===== src/rtl/hazard_ctrl.sv =====
// Pipeline hazard / PC-redirect controller: freeze on dmem wait, redirect with pending
// target across imem wait states, load-use bubble. Perf counters under HAZARD_CTRL_PERF_EN.
module hazard_ctrl #(
  parameter int unsigned XLEN  = 32,
  parameter int unsigned CNT_W = 32
) (
  input  logic             clk_i,
  input  logic             rst_ni,
  input  logic             redirect_valid_i,
  input  logic [XLEN-1:0]  redirect_pc_i,
  input  logic             imem_ready_i,
  input  logic             dmem_ready_i,
  input  logic             dx_mem_rd_i,
  input  logic [4:0]       dx_rd_addr_i,
  input  logic [4:0]       fd_rs1_addr_i,
  input  logic [4:0]       fd_rs2_addr_i,
  input  logic             fd_rs1_used_i,
  input  logic             fd_rs2_used_i,
  output logic             pc_sel_o,
  output logic [XLEN-1:0]  pc_target_o,
  output logic             pc_en_o,
  output logic             fd_en_o,
  output logic             dx_en_o,
  output logic             fd_flush_o,
  output logic             dx_flush_o,
  output logic [CNT_W-1:0] redirect_cnt_o,
  output logic [CNT_W-1:0] stall_cnt_o
);

  typedef enum logic [1:0] {RUN, RDR_WAIT, FREEZE} state_t;

  state_t          state, state_nxt, ret_state, ret_nxt, eff;
  logic [XLEN-1:0] pending_pc, pending_nxt;
  logic            load_use;

  assign load_use = dx_mem_rd_i && (dx_rd_addr_i != '0) &&
                    ((fd_rs1_used_i && (fd_rs1_addr_i == dx_rd_addr_i)) ||
                     (fd_rs2_used_i && (fd_rs2_addr_i == dx_rd_addr_i)));

  // Leaving FREEZE is Mealy: the release cycle already behaves as the saved state.
  assign eff = (state == FREEZE) ? ret_state : state;

  always_ff @(posedge clk_i or negedge rst_ni) begin
    if (!rst_ni) begin
      state      <= RUN;
      ret_state  <= RUN;
      pending_pc <= '0;
    end else begin
      state      <= state_nxt;
      ret_state  <= ret_nxt;
      pending_pc <= pending_nxt;
    end
  end

  always_comb begin
    state_nxt   = state;
    ret_nxt     = ret_state;
    pending_nxt = pending_pc;
    pc_sel_o    = 1'b0;
    pc_target_o = '0;
    pc_en_o     = 1'b0;
    fd_en_o     = 1'b0;
    dx_en_o     = 1'b0;
    fd_flush_o  = 1'b0;
    dx_flush_o  = 1'b0;
    if (!rst_ni) begin
      fd_flush_o = 1'b1;
      dx_flush_o = 1'b1;
    end else if (!dmem_ready_i) begin
      state_nxt = FREEZE;
      ret_nxt   = eff;
    end else if (eff == RDR_WAIT) begin
      // Flushes are constant here so imem_ready_i never reaches them combinationally.
      pc_sel_o    = 1'b1;
      pc_target_o = pending_pc;
      pc_en_o     = imem_ready_i;
      fd_en_o     = 1'b1;
      dx_en_o     = 1'b1;
      fd_flush_o  = 1'b1;
      dx_flush_o  = 1'b1;
      state_nxt   = imem_ready_i ? RUN : RDR_WAIT;
    end else if (redirect_valid_i) begin
      pc_sel_o    = 1'b1;
      pc_target_o = redirect_pc_i;
      pc_en_o     = imem_ready_i;
      fd_en_o     = 1'b1;
      dx_en_o     = 1'b1;
      fd_flush_o  = 1'b1;
      dx_flush_o  = 1'b1;
      state_nxt   = imem_ready_i ? RUN : RDR_WAIT;
      if (!imem_ready_i) pending_nxt = redirect_pc_i;
    end else if (load_use) begin
      dx_en_o    = 1'b1;
      dx_flush_o = 1'b1;
      state_nxt  = RUN;
    end else begin
      pc_en_o    = imem_ready_i;
      fd_en_o    = 1'b1;
      dx_en_o    = 1'b1;
      fd_flush_o = !imem_ready_i;
      state_nxt  = RUN;
    end
  end

`ifdef HAZARD_CTRL_PERF_EN
  logic             redirect_acc, stall_evt;
  logic [CNT_W-1:0] redirect_cnt, stall_cnt;

  assign redirect_acc = dmem_ready_i && (eff == RUN) && redirect_valid_i;
  assign stall_evt    = !dmem_ready_i || ((eff == RUN) && !redirect_valid_i && load_use);

  always_ff @(posedge clk_i or negedge rst_ni) begin
    if (!rst_ni) begin
      redirect_cnt <= '0;
      stall_cnt    <= '0;
    end else begin
      if (redirect_acc) redirect_cnt <= redirect_cnt + CNT_W'(1);
      if (stall_evt)    stall_cnt    <= stall_cnt + CNT_W'(1);
    end
  end

  assign redirect_cnt_o = redirect_cnt;
  assign stall_cnt_o    = stall_cnt;
`else
  assign redirect_cnt_o = '0;
  assign stall_cnt_o    = '0;
`endif

endmodule


===== config.mk =====
export PLATFORM = sky130hd
export DESIGN_NAME = hazard_ctrl
export DESIGN_NICKNAME = d
export VERILOG_FILES = /design/src/rtl/hazard_ctrl.sv
export SDC_FILE = /design/constraint.sdc
export NUM_CORES = 1
export LEC_CHECK = 0
export CAP_MARGIN = 5
export CORE_ASPECT_RATIO = 0.8
export CORE_MARGIN = 3
export CORE_UTILIZATION = 40
export CTS_CLUSTER_SIZE = 20
export DETAILED_ROUTE_END_ITERATION = 10
export GPL_TIMING_DRIVEN = 0
export PLACE_DENSITY = 0.95
export SETUP_SLACK_MARGIN = 0.5
export SYNTH_ARGS = -nofsm -noshare
export SYNTH_HDL_FRONTEND = slang
export SYNTH_SLANG_ARGS = --single-unit

===== constraint.sdc =====
create_clock -name clk_i -period 5.7 [get_ports clk_i]
set_clock_uncertainty 0.1 [all_clocks]
set_input_delay 1.14 -clock clk_i [delete_from_list [all_inputs] [get_ports clk_i]]
set_output_delay 1.14 -clock clk_i [all_outputs]
set_load 0.01 [all_outputs]

== Yosys cells after proc, flatten, opt, wreduce, memory -nomap -nowiden ==
Cells that the tools add are included.

* Flip-flop bits (word level): 36
* Input bits: 55
* Output and inout port bits: 102
* Logic and storage cells: 54

* Equality and inequality tests: 4
* Multiplexer cells: 35
* Bitwise logic cells: 3
* Reductions and logical operators: 9

{| class="wikitable"
|+ Operator list
! operator !! count
|-
| $mux W32 || 4
|-
| $mux W1 || 29
|-
| $eq A5 B5 Y1 || 2
|-
| $reduce_and A5 Y1 || 1
|-
| $reduce_bool A5 Y1 || 1
|-
| $logic_and A1 B1 Y1 || 4
|-
| $mux W2 || 2
|-
| $not A1 Y1 || 3
|-
| $eq A2 B1 Y1 const B || 1
|-
| $eq A2 B2 Y1 const B || 1
|-
| $reduce_and A2 Y1 || 1
|-
| $logic_not A1 Y1 || 1
|-
| $logic_or A1 B1 Y1 || 1
|}

== Depth between registers and ports, before layout ==
* Depth after elaboration: 9
* Gate-level depth with buffers: 5
* Depth with buffers taken out: 4

== Worst setup path after synthesis ==
No wires, ideal clock.

* Kind: input to output
* From: in dx_rd_addr_i[1]
* To: out fd_flush_o
* Arrival: 2.278 ns
* Required time: 4.460 ns
* Path slack: 2.182 ns
* Stages: 4
* Path buffers: 0
* Path through: or4_1 > o21a_1 > and3_1 > a31oi_1

* Longest elaborated chain between the ends: 9
* Elaborated cells between the ends (all ways): 13
* Those cells by class: eq/ne (2); mux (5); reduce/logical (6)

{| class="wikitable"
|+ RTL lines
! element !! line !! text
|-
| from (decl) || 14 || <nowiki>input logic [4:0] dx_rd_addr_i,</nowiki>
|-
| $eq A5 B5 Y1, on equally long branches || 37, 38 ||
|-
| $logic_and A1 B1 Y1, on equally long branches || 37, 38 ||
|-
| $logic_or A1 B1 Y1 || 37 || <nowiki>((fd_rs1_used_i && (fd_rs1_addr_i == dx_rd_addr_i)) ||</nowiki>
|-
| $logic_and A1 B1 Y1 (*) || 36 || <nowiki>assign load_use = dx_mem_rd_i && (dx_rd_addr_i != '0) &&</nowiki>
|-
| $mux W1 (*) || 92 || <nowiki>end else if (load_use) begin</nowiki>
|-
| $mux W1 (*) || 82 || <nowiki>end else if (redirect_valid_i) begin</nowiki>
|-
| $mux W1 (*) || 72 || <nowiki>end else if (eff == RDR_WAIT) begin</nowiki>
|-
| $mux W1 (*) || 69 || <nowiki>end else if (!dmem_ready_i) begin</nowiki>
|-
| $mux W1 (*) || 66 || <nowiki>if (!rst_ni) begin</nowiki>
|-
| to (decl) || 24 || <nowiki>output logic fd_flush_o,</nowiki>
|}

Every way passes the cells marked *; elsewhere a longest branch is shown, timed or not.

== Worst setup path after layout ==
* From: in rst_ni
* To: out pc_target_o[22]

* Longest elaborated chain between the ends: 1

{| class="wikitable"
|+ RTL lines
! element !! line !! text
|-
| from (decl) || 8 || <nowiki>input logic rst_ni,</nowiki>
|-
| $mux W32 || 66 ||
|-
| to (decl) || 20 || <nowiki>output logic [XLEN-1:0] pc_target_o,</nowiki>
|}

Every way passes these cells.

==> flow_metrics.tcl <==
set metrics [dict create \
    status "finished, final reports clean" \
    ys.warnings.count 0 \
    drt_iter0_drc 53 \
    fin_crit_sh 0.8314 \
    drtAntennaViolNets 0 \
    dp_hpwl_um 5478 \
    numCtsBuffers 5 \
    cts_buffer_depth 2 \
    stdcell_count 530 \
    clock_latency_ps 270 \
    routedWlPerCell_um 12.99 \
    grt_max_degree 44 \
    htree_levels 2 \
    hold_viol 0 \
    antenna_found_initial 0 \
    switchingPower_mw 0.2623 \
    leakagePower_nw 1.838 \
    clk_pin_slew_ps 60 \
    ys_ff_latch 36 \
    synth.avg_cell_area_sq_um 8.806 \
    switching_share 0.3116 \
    die_area_sq_um 7314 \
    drive_gt1_frac 0.2450 \
    finalWeightedCongestion 0.7601 \
    synth_top_area_frac 0.3564 \
    ys_top_cells_by_area "dfrtp_1, buf_4, mux2_2, nand2_1, a21oi_1" \
    antenna_cells 0 \
    final.fill_count 497 \
    p_seq_frac 0.434 \
    grt.overflow.total 0 \
    synth.largest_area_cell "dfrtp_1" \
    synthDistinctLibCells 29 \
    synth_seq_area_share 0.3564 \
    p_int_mw 0.5794 \
    grt_pass1_vias 2318 \
    io_buffers 92 \
    crit_required_ps 4460 \
    die_w_um 94.87 \
    holdBufCountCts 0 \
    gr-usage-all-layers 0.1878 \
    grt_first_pass_wirelength_um 10980 \
    fin_crit_ps 4739 \
    totalPowerFinal_mw 0.8418 \
    nets 504 \
    rsz0062_at_grt "no" \
    cts-root-buf "clkbuf_8" \
    critical_path_class "in -> out" \
    cp.arrival_ps 3500 \
    power.share.clock 0.198 \
    cts_tree "yes" \
    cp_max_fo 43 \
    rows 25 \
    slew_violations 0 \
    slew_headroom 0.3691 \
    fmax_mhz 211.0 \
    dr.pass1.iters 4 \
    end_kind "output pin" \
    worstMarginPinSlew_ps 946.3 \
    setup_violations 0 \
    ir_drop_mv 0.1534 \
    netlist_area_sq_um 2527 \
    post_cts_buffers 0 \
    drt-total-wl_um 6887 \
    synthCells 287 \
    dp.cells 523 \
    worstSetupStartpointType "input pin" \
    drv_cap 0 \
    area_growth_pct 52.67 \
    combPwrFrac 0.368 \
    drc 0 \
    via_count 2316 \
    power_density_nw_per_um2 218.1 \
    cts.sinks 36 \
    die_h_um 77.10 \
    hold_path_class "reg -> reg" \
    start_util 0.4208 \
    post_cts_resized 0 \
    coreArea_sq_um 6006 \
    routed_via_density 4.370 \
    top_level_ports 157 \
]
-- layer usage --
layer | global-route usage | vias to the layer above | wire length, um
li1 | - | 1144 | -
met1 | 0.2232 | 1075 | 2712
met4 | 0.04179 | 0 | 59
met2 | 0.3385 | 90 | 3546
met3 | 0.04510 | 7 | 570
met5 | 0 | - | 0
-- cells in the mapped netlist, drive strengths merged --
library cell and count:
nor2 5, conb 1, a21oi 35, a21boi 1
dfrtp 36, a41o 1, and3 1, or4 1
a31oi 1, nor4 1, inv 5, o21a 1
nand2 68, mux2 33, xnor2 10, buf 70
nand2b 1, o21ai 3, a311o 1, nor3b 1
o22ai 2, mux2i 1, nand4 2, clkbuf 6
-- critical path, cell delays in order --
cell and delay [ps]:
buf_2 710, nand2_1 260, inv_1 170, o21ai_1 210, buf_2 260, a21oi_1 160, clkdlybuf4s50_1 560
-- final cells by class --
cell class	instances	area, sq um	share of cell area
inverters	5	18.77	0.004864
clock buffers	6	72.57	0.01881
clock inverters	1	5.005	0.001297
plain buffers	76	551.8	0.1430
multi-input cells	233	1292	0.3350
flip-flops and latches	36	900.9	0.2335
well taps	81	101.3	0.02626
repair buffers	92	915.9	0.2374
-- per-stage QoR --
stage | TNS, ps | util | hold WS (ps) | setup slack [ps] | cell area (sq um)
detailed placement | 0 | 0.6296 | 374.9 | 901.7 | 3781
global route | 0 | 0.6425 | 397.6 | 670.2 | 3859
CTS | 0 | 0.6425 | 391.9 | 898.7 | 3859
finish | 0 | 0.6425 | 389.1 | 961.2 | 3859
global placement | -7022 | 0.6304 | 369.0 | -258.6 | 3786
floorplan | 0 | - | 358.0 | 2182 | 2764
-- worst paths after layout --
path	startpoint	endpoint	slack [ps]	cells past startpoint
setup reg to reg	ret_state[0]$_DFFE_PN0P_	pending_pc[1]$_DFFE_PN0P_	3680	5
min in group asynchronous	rst_ni	pending_pc[2]$_DFFE_PN0P_	900	1
hold reg to reg	pending_pc[24]$_DFFE_PN0P_	pending_pc[24]$_DFFE_PN0P_	390	1
setup / recovery	rst_ni	pc_target_o[22]	960	7
hold / removal	pending_pc[24]$_DFFE_PN0P_	pending_pc[24]$_DFFE_PN0P_	390	1
max in group asynchronous	rst_ni	pending_pc[1]$_DFFE_PN0P_	4000	1
-- cell families (layout without fill, tap and decap cells) --
logic type	count (synthesis)	count (layout)	share of synthesized area
xor gates and xnor gates	10	10	0.03465
muxes	34	34	0.1525
and+or+nand+nor	80	80	0.1327
other	1	64	0.001484
buffers and inverters	81	180	0.2257
DFF	36	36	0.3564
AOI/OAI and AO/OA	45	45	0.09654
-- power by group through the flow --
| stage | clock network, mW | registers (mW) | logic [mW] |
|---|---|---|---|
| 3_5_place_dp | 0 | 0.370 | 0.308 |
| 2_1_floorplan | 0 | 0.358 | 0.201 |
| 3_3_place_gp | 0 | 0.363 | 0.297 |
| 5_1_grt | 0.185 | 0.374 | 0.339 |
| 6_report | 0.166 | 0.365 | 0.310 |
| 4_1_cts | 0.175 | 0.365 | 0.310 |
-- flip-flops by register name, summed over array words and instances, names as in the netlist --
name,cells
pending_pc,32
ret_state,2
state,2
-- placed cells by master (no fill, tap or decap), drive strengths merged, types with 2 or more instances in the layout --
cell type,instances
nand4,2
conb,64
mux2,33
buf,71
a21oi,35
nand2,68
xnor2,10
dfrtp,36
inv,5
clkbuf,12
clkdlybuf4s50,91
nor2,5
o21ai,3
o22ai,2
Note: power is estimated with default switching activity, not from simulation.
==> RTL edit 1 (config.mk and constraints unchanged) <==
Encoding of `state_t`: now one-hot (3 bits for 3 states).
--- a/src/rtl/hazard_ctrl.sv
+++ b/src/rtl/hazard_ctrl.sv
@@ -27,7 +27,7 @@
   output logic [CNT_W-1:0] stall_cnt_o
 );
 
-  typedef enum logic [1:0] {RUN, RDR_WAIT, FREEZE} state_t;
+  typedef enum logic [2:0] {RUN = 3'b001, RDR_WAIT = 3'b010, FREEZE = 3'b100} state_t;
 
   state_t          state, state_nxt, ret_state, ret_nxt, eff;
   logic [XLEN-1:0] pending_pc, pending_nxt;
Check against the original RTL: no difference found for any inputs over 10 cycles, from zero or initial values and one cycle with rst_ni low; not proved beyond that.
==> RTL edit 1 against the original RTL <==
- first-iteration DRC count is 87% higher
- cell area up 8.7%
- setup slack better by 0.019 ns
- sequential cell count increased by 2
- wire length is 15% higher
- core utilization down 1.0 points
- via count up 11%
- non-clock buffer count grew 7
- sequential share of layout area decreased by 0.62 points
- total power up 3.4%
- register-to-register slack lost 0.15 ns
- count of clock-buffer cells in the layout grew 1
- synthesized cell count is 6.6% higher
- area after synthesis is 13% higher
==> RTL edit 1: results (changes against the original RTL) <==
status=completed; mux cell area share after synthesis=0.166 (+0.0137); CP Launch Point=rst_ni; Synth Area in XOR/XNOR=0.0308 (-0.00388); biggest regs=pending_pc: 32 flops, ret_state: 3 flops, state: 3 flops; # fillers=586 (+18%); global routing's busiest layer=met2; H-Tree Depth=2 (unchanged); Syn Area/Cell=9.30 um2 (+5.6%); hold_sp=pending_pc[22]$_DFFE_PN0P_; Max VDD drop=112 uV (-27%); post-cts resize count=0 (unchanged); Post-CTS Setup Inserts=0 (unchanged); Slowest Stage Delay on Critical Path=0.68 ns (-0.03 ns); gr usage total=0.192 (+0.00413); Max Root-Sink Buffers=2 (unchanged); wire per inst=14.3 um (+9.7%); WHS Path Cells=1 (unchanged); largest net degree at the start of global routing=45 (+2.3%); CP max-delay cell=buf_2; vias in the first global route=2623 (+13%); sequential fraction of the synthesis area=0.335 (-0.0215); root buffer cell=clkbuf_8; Placed Cells=545 (+4.2%); ys async rst share=1.00 (unchanged); yosys warns=0 (unchanged); worst reg2reg path endpoint=pending_pc[17]$_DFFE_PN0P_; RePlAce Congestion=0.782 (+2.9%); Avg Vias per Cell=4.64 (+6.2%); antenna violations before repair=0 (unchanged); Unique masters post-synth=33 (+14%); reg2reg start=ret_state[2]$_DFFE_PN0P_; grt met2 use=0.345 (+0.00674); DRT iter0 DRCs=99 (+87%); Worst-path clk slew=0.08 ns (+0.02 ns); number of nets in the layout=523 (+3.8%); ranking of synthesized cells by area=dfrtp_1, buf_4, mux2_4, a21oi_1, o21ai_0; PortBufs=92 (unchanged); CTS Buf Count=5 (unchanged); worst hold endpoint=pending_pc[22]$_DFFE_PN0P_; static leakage=1.98 nW (+7.6%); layout cell share with drive strength beyond 1=0.252 (+0.00661); Slew headroom=0.394 (+0.0253); final WL=7890 um (+15%); grt met1 use=0.243 (+0.0198); area share of fa/ha/maj cells after synthesis=0 (unchanged); clock latency on the worst-skew pair=0.28 ns; Synth Area in Compound Gates=0.160 (+0.0635); first-pass GRT wire length=12500 um (+14%); CP Max Fanout=44 (+2.3%); Final HPWL DP=6060 um (+11%); Reg2Reg Setup Slack=3.53 ns (-0.15 ns); M3 GR Usage=0.0348 (-0.0103); worst min path class=reg -> reg; hold_ws=0.401 ns (+0.0117 ns); Arrival @ worst endpoint=3.48 ns (-0.02 ns); CP delay by family, top=buffers and inverters; Commonest cells post-synth=buf_4, a21oi_1, dfrtp_1; 1st-pass router iterations=5 (+1); most frequent cell after synthesis=buf_4
## RTL edit 1: cell types whose count changed after synthesis, sizes merged, moves of 2 or more
cell / change
a21oi: +2
a22o: +2
clkbuf: +6
dfstp: +2
inv: +3
nand2: -60
nand3: +32
o21ai: +32
or3b: +2
## RTL edit 1: metal layers
| metal | up-vias | part of all wire |
|---|---|---|
| met5 | - | 0 |
| li1 | 1256 | - |
| met3 | 5 | 0.057 |
| met4 | 0 | 0.0037 |
| met1 | 1209 | 0.41 |
| met2 | 96 | 0.53 |
## RTL edit 1: where the power goes
part / total (mW) / internal (mW) / switching (mW) / leakage (nW)
clock: 0.188 / 0.0976 / 0.0908 / 0.0482
combinational: 0.310 / 0.180 / 0.130 / 1.47
sequential: 0.372 / 0.335 / 0.0373 / 0.455
total: 0.871 / 0.613 / 0.258 / 1.98
## RTL edit 1: worst max-delay path by stage
| stage | end | slack, ns |
|---|---|---|
| floorplan | fd_flush_o | 2.16 |
| global placement | pc_target_o[22] | -0.20 |
| detailed placement | pc_target_o[22] | 0.94 |
| CTS | pc_target_o[22] | 0.92 |
| global route | pc_target_o[8] | 0.68 |
| finish | pc_target_o[22] | 0.98 |
## RTL edit 1: cell families after synthesis
group	after synthesis
buffers and inverters	91
AO/OA/AOI/OAI	82
AND/OR/NAND/NOR	52
flip-flops	38
multiplexers	32
XOR/XNOR	10
other	1
## RTL edit 1: per-stage QoR
stage	area, um2	setup TNS [ns]	worst slack [ns]
5_1_grt	4200	0	0.675
3_5_place_dp	4100	0	0.936
3_3_place_gp	4110	-4.75	-0.204
4_1_cts	4200	0	0.925
2_1_floorplan	3080	0	2.16
6_report	4200	0	0.980
## RTL edit 1: cell type report
cell class / instances / area share
repair buffers: 92 / 0.218
clock buffers: 7 / 0.0206
plain buffers: 83 / 0.138
clock inverters: 1 / 0.00119
well taps: 84 / 0.0251
multi-input cells: 240 / 0.362
flip-flops and latches: 38 / 0.227
inverters: 8 / 0.00716
==> RTL edit 2 (config.mk and constraints unchanged) <==
Without the edit above. Build with the macro `HAZARD_CTRL_PERF_EN` defined.
--- a/src/rtl/hazard_ctrl.sv
+++ b/src/rtl/hazard_ctrl.sv
@@ -1,5 +1,7 @@
 // Pipeline hazard / PC-redirect controller: freeze on dmem wait, redirect with pending
 // target across imem wait states, load-use bubble. Perf counters under HAZARD_CTRL_PERF_EN.
+`define HAZARD_CTRL_PERF_EN
+
 module hazard_ctrl #(
   parameter int unsigned XLEN  = 32,
   parameter int unsigned CNT_W = 32
Formal check against the unedited RTL: not equivalent (Yosys sat finds a counterexample within 4 cycles, from zero or initial values and one cycle with rst_ni low).
==> RTL edit 2 against the original RTL <==
- cell area increased by 83%
- combinational power increased by 70%
- clock power increased to 3.9 times the old value
- sequential cell count increased by 64
- area after synthesis increased by 97%
- synthesized cell count increased by 70%
- first-iteration DRC count increased to 4.5 times the old value
- setup slack got worse by 0.16 ns
- total power increased to 2.5 times the old value
- sequential share of layout area increased by 12 points
- global-route usage increased by 0.36 points
- wire length increased by 83%
==> RTL edit 2: results (changes against the original RTL) <==
CP max-delay cell=clkdlybuf4s50_1; CTS Buf Count=9 (+4); dpl cell area=6760 um2 (+79%); wire per inst=15.6 um (+20%); DRT iter0 DRCs=237 (+350%); sequential fraction of the synthesis area=0.502 (+0.145); total number of vias=4174 (+80%); Slowest Stage Delay on Critical Path=0.58 ns (-0.13 ns); Placed Cells=792 (+51%); ys async rst share=1.00 (unchanged); largest net degree at the start of global routing=63 (+43%); status=completed; vias in the first global route=4345 (+87%); PortBufs=156 (+70%); gr usage total=0.191 (+0.00363); Syn Area/Cell=10.2 um2 (+16%); reg2reg start=ret_state[1]$_DFFE_PN0P_; antenna violations before repair=0 (unchanged); hold_sp=redirect_cnt_o[31]$_DFFE_PN0P_; RePlAce Congestion=0.807 (+6.1%); worst hold endpoint=redirect_cnt_o[31]$_DFFE_PN0P_; static leakage=2.97 nW (+62%); Max Root-Sink Buffers=2 (unchanged); root buffer cell=clkbuf_16; post-cts resize count=0 (unchanged); Commonest cells post-synth=dfrtp_1, nand2_1, xnor2_1; Non-Filler Instances=808 (+52%); Post-CTS Setup Inserts=0 (unchanged); first-pass GRT wire length=21400 um (+94%); Reg2Reg Setup Slack=3.41 ns (-0.27 ns); Max VDD drop=179 uV (+17%); layout cell share with drive strength beyond 1=0.114 (-0.131); clock latency on the worst-skew pair=0.34 ns (+0.07 ns); worst min path class=reg -> reg; number of nets in the layout=712 (+41%); worst reg2reg path endpoint=stall_cnt_o[31]$_DFFE_PN0P_; Unique masters post-synth=46 (+59%); Net Count, Synth=544; Worst-path clk slew=0.06 ns (about the same); Slew @ Worst Pin=0.582 ns (-0.364 ns); ANT nets after route=0 (unchanged); ranking of synthesized cells by area=dfrtp_1, mux2_2, nand2_1, xnor2_1, xor2_1; CP Max Fanout=62 (+44%); 1st-pass router iterations=4 (unchanged); H-Tree Depth=3 (+1); Final HPWL DP=9500 um (+73%); r2r worst-path depth=7 (+2)
## RTL edit 2: cell type report
cell class | count | area, um2
timing repair buffer | 157 | 1590
sequential | 100 | 2500
clock buffer | 10 | 229
tap | 148 | 185
fill | 974 | 4740
multi-input combinational | 360 | 2350
inverter | 9 | 33.8
buffer | 18 | 100
clock inverter | 6 | 88.8
## RTL edit 2: cell families after synthesis
kind of cell             count (synthesis)  synth area share
buffers and inverters                   27            0.0268
AND/OR/NAND/NOR                        205             0.206
AO/OA/AOI/OAI                           45            0.0527
adder cells (fa/ha/maj)                  2           0.00501
XOR/XNOR                                72             0.126
flip-flops                             100             0.502
multiplexers                            36            0.0817
## RTL edit 2: per-layer routing
layer / vias up / wire (um) / track usage
met5: - / 0 / 0
met4: 0 / 159 / 0.0558
met3: 14 / 833 / 0.0598
met2: 138 / 5870 / 0.295
met1: 2028 / 5760 / 0.259
li1: 1994 / - / -
## RTL edit 2: critical path: cells and delay by family
family / cells / cell delay, ns
AND/OR/NAND/NOR: 1 / 0.22
AO/OA/AOI/OAI: 2 / 0.41
buffers and inverters: 5 / 1.84
## RTL edit 2: worst max path at each step
stage	startpoint	to	slack [ns]
2_1_floorplan	dx_rd_addr_i[1]	pc_en_o	1.97
3_3_place_gp	rst_ni	pc_target_o[27]	-2.94
3_5_place_dp	rst_ni	pc_target_o[15]	0.78
4_1_cts	rst_ni	pc_target_o[14]	0.77
5_1_grt	rst_ni	pc_target_o[15]	0.55
6_report	rst_ni	pc_target_o[14]	0.80
## RTL edit 2: per-stage QoR
| step | setup TNS [ns] | setup slack, ns | hold WS, ns | util |
|---|---|---|---|---|
| 6_report | 0 | 0.804 | 0.368 | 0.599 |
| 5_1_grt | 0 | 0.548 | 0.389 | 0.599 |
| 4_1_cts | 0 | 0.771 | 0.371 | 0.599 |
| 3_5_place_dp | 0 | 0.783 | 0.358 | 0.572 |
| 3_3_place_gp | -210.26 | -2.94 | 0.360 | 0.570 |
| 2_1_floorplan | 0 | 1.97 | 0.358 | - |
## RTL edit 2: report_power, final
group	total [mW]	internal, mW	switching (mW)
clock	0.649	0.385	0.264
combinational	0.528	0.292	0.236
sequential	0.959	0.839	0.120
total	2.14	1.52	0.621
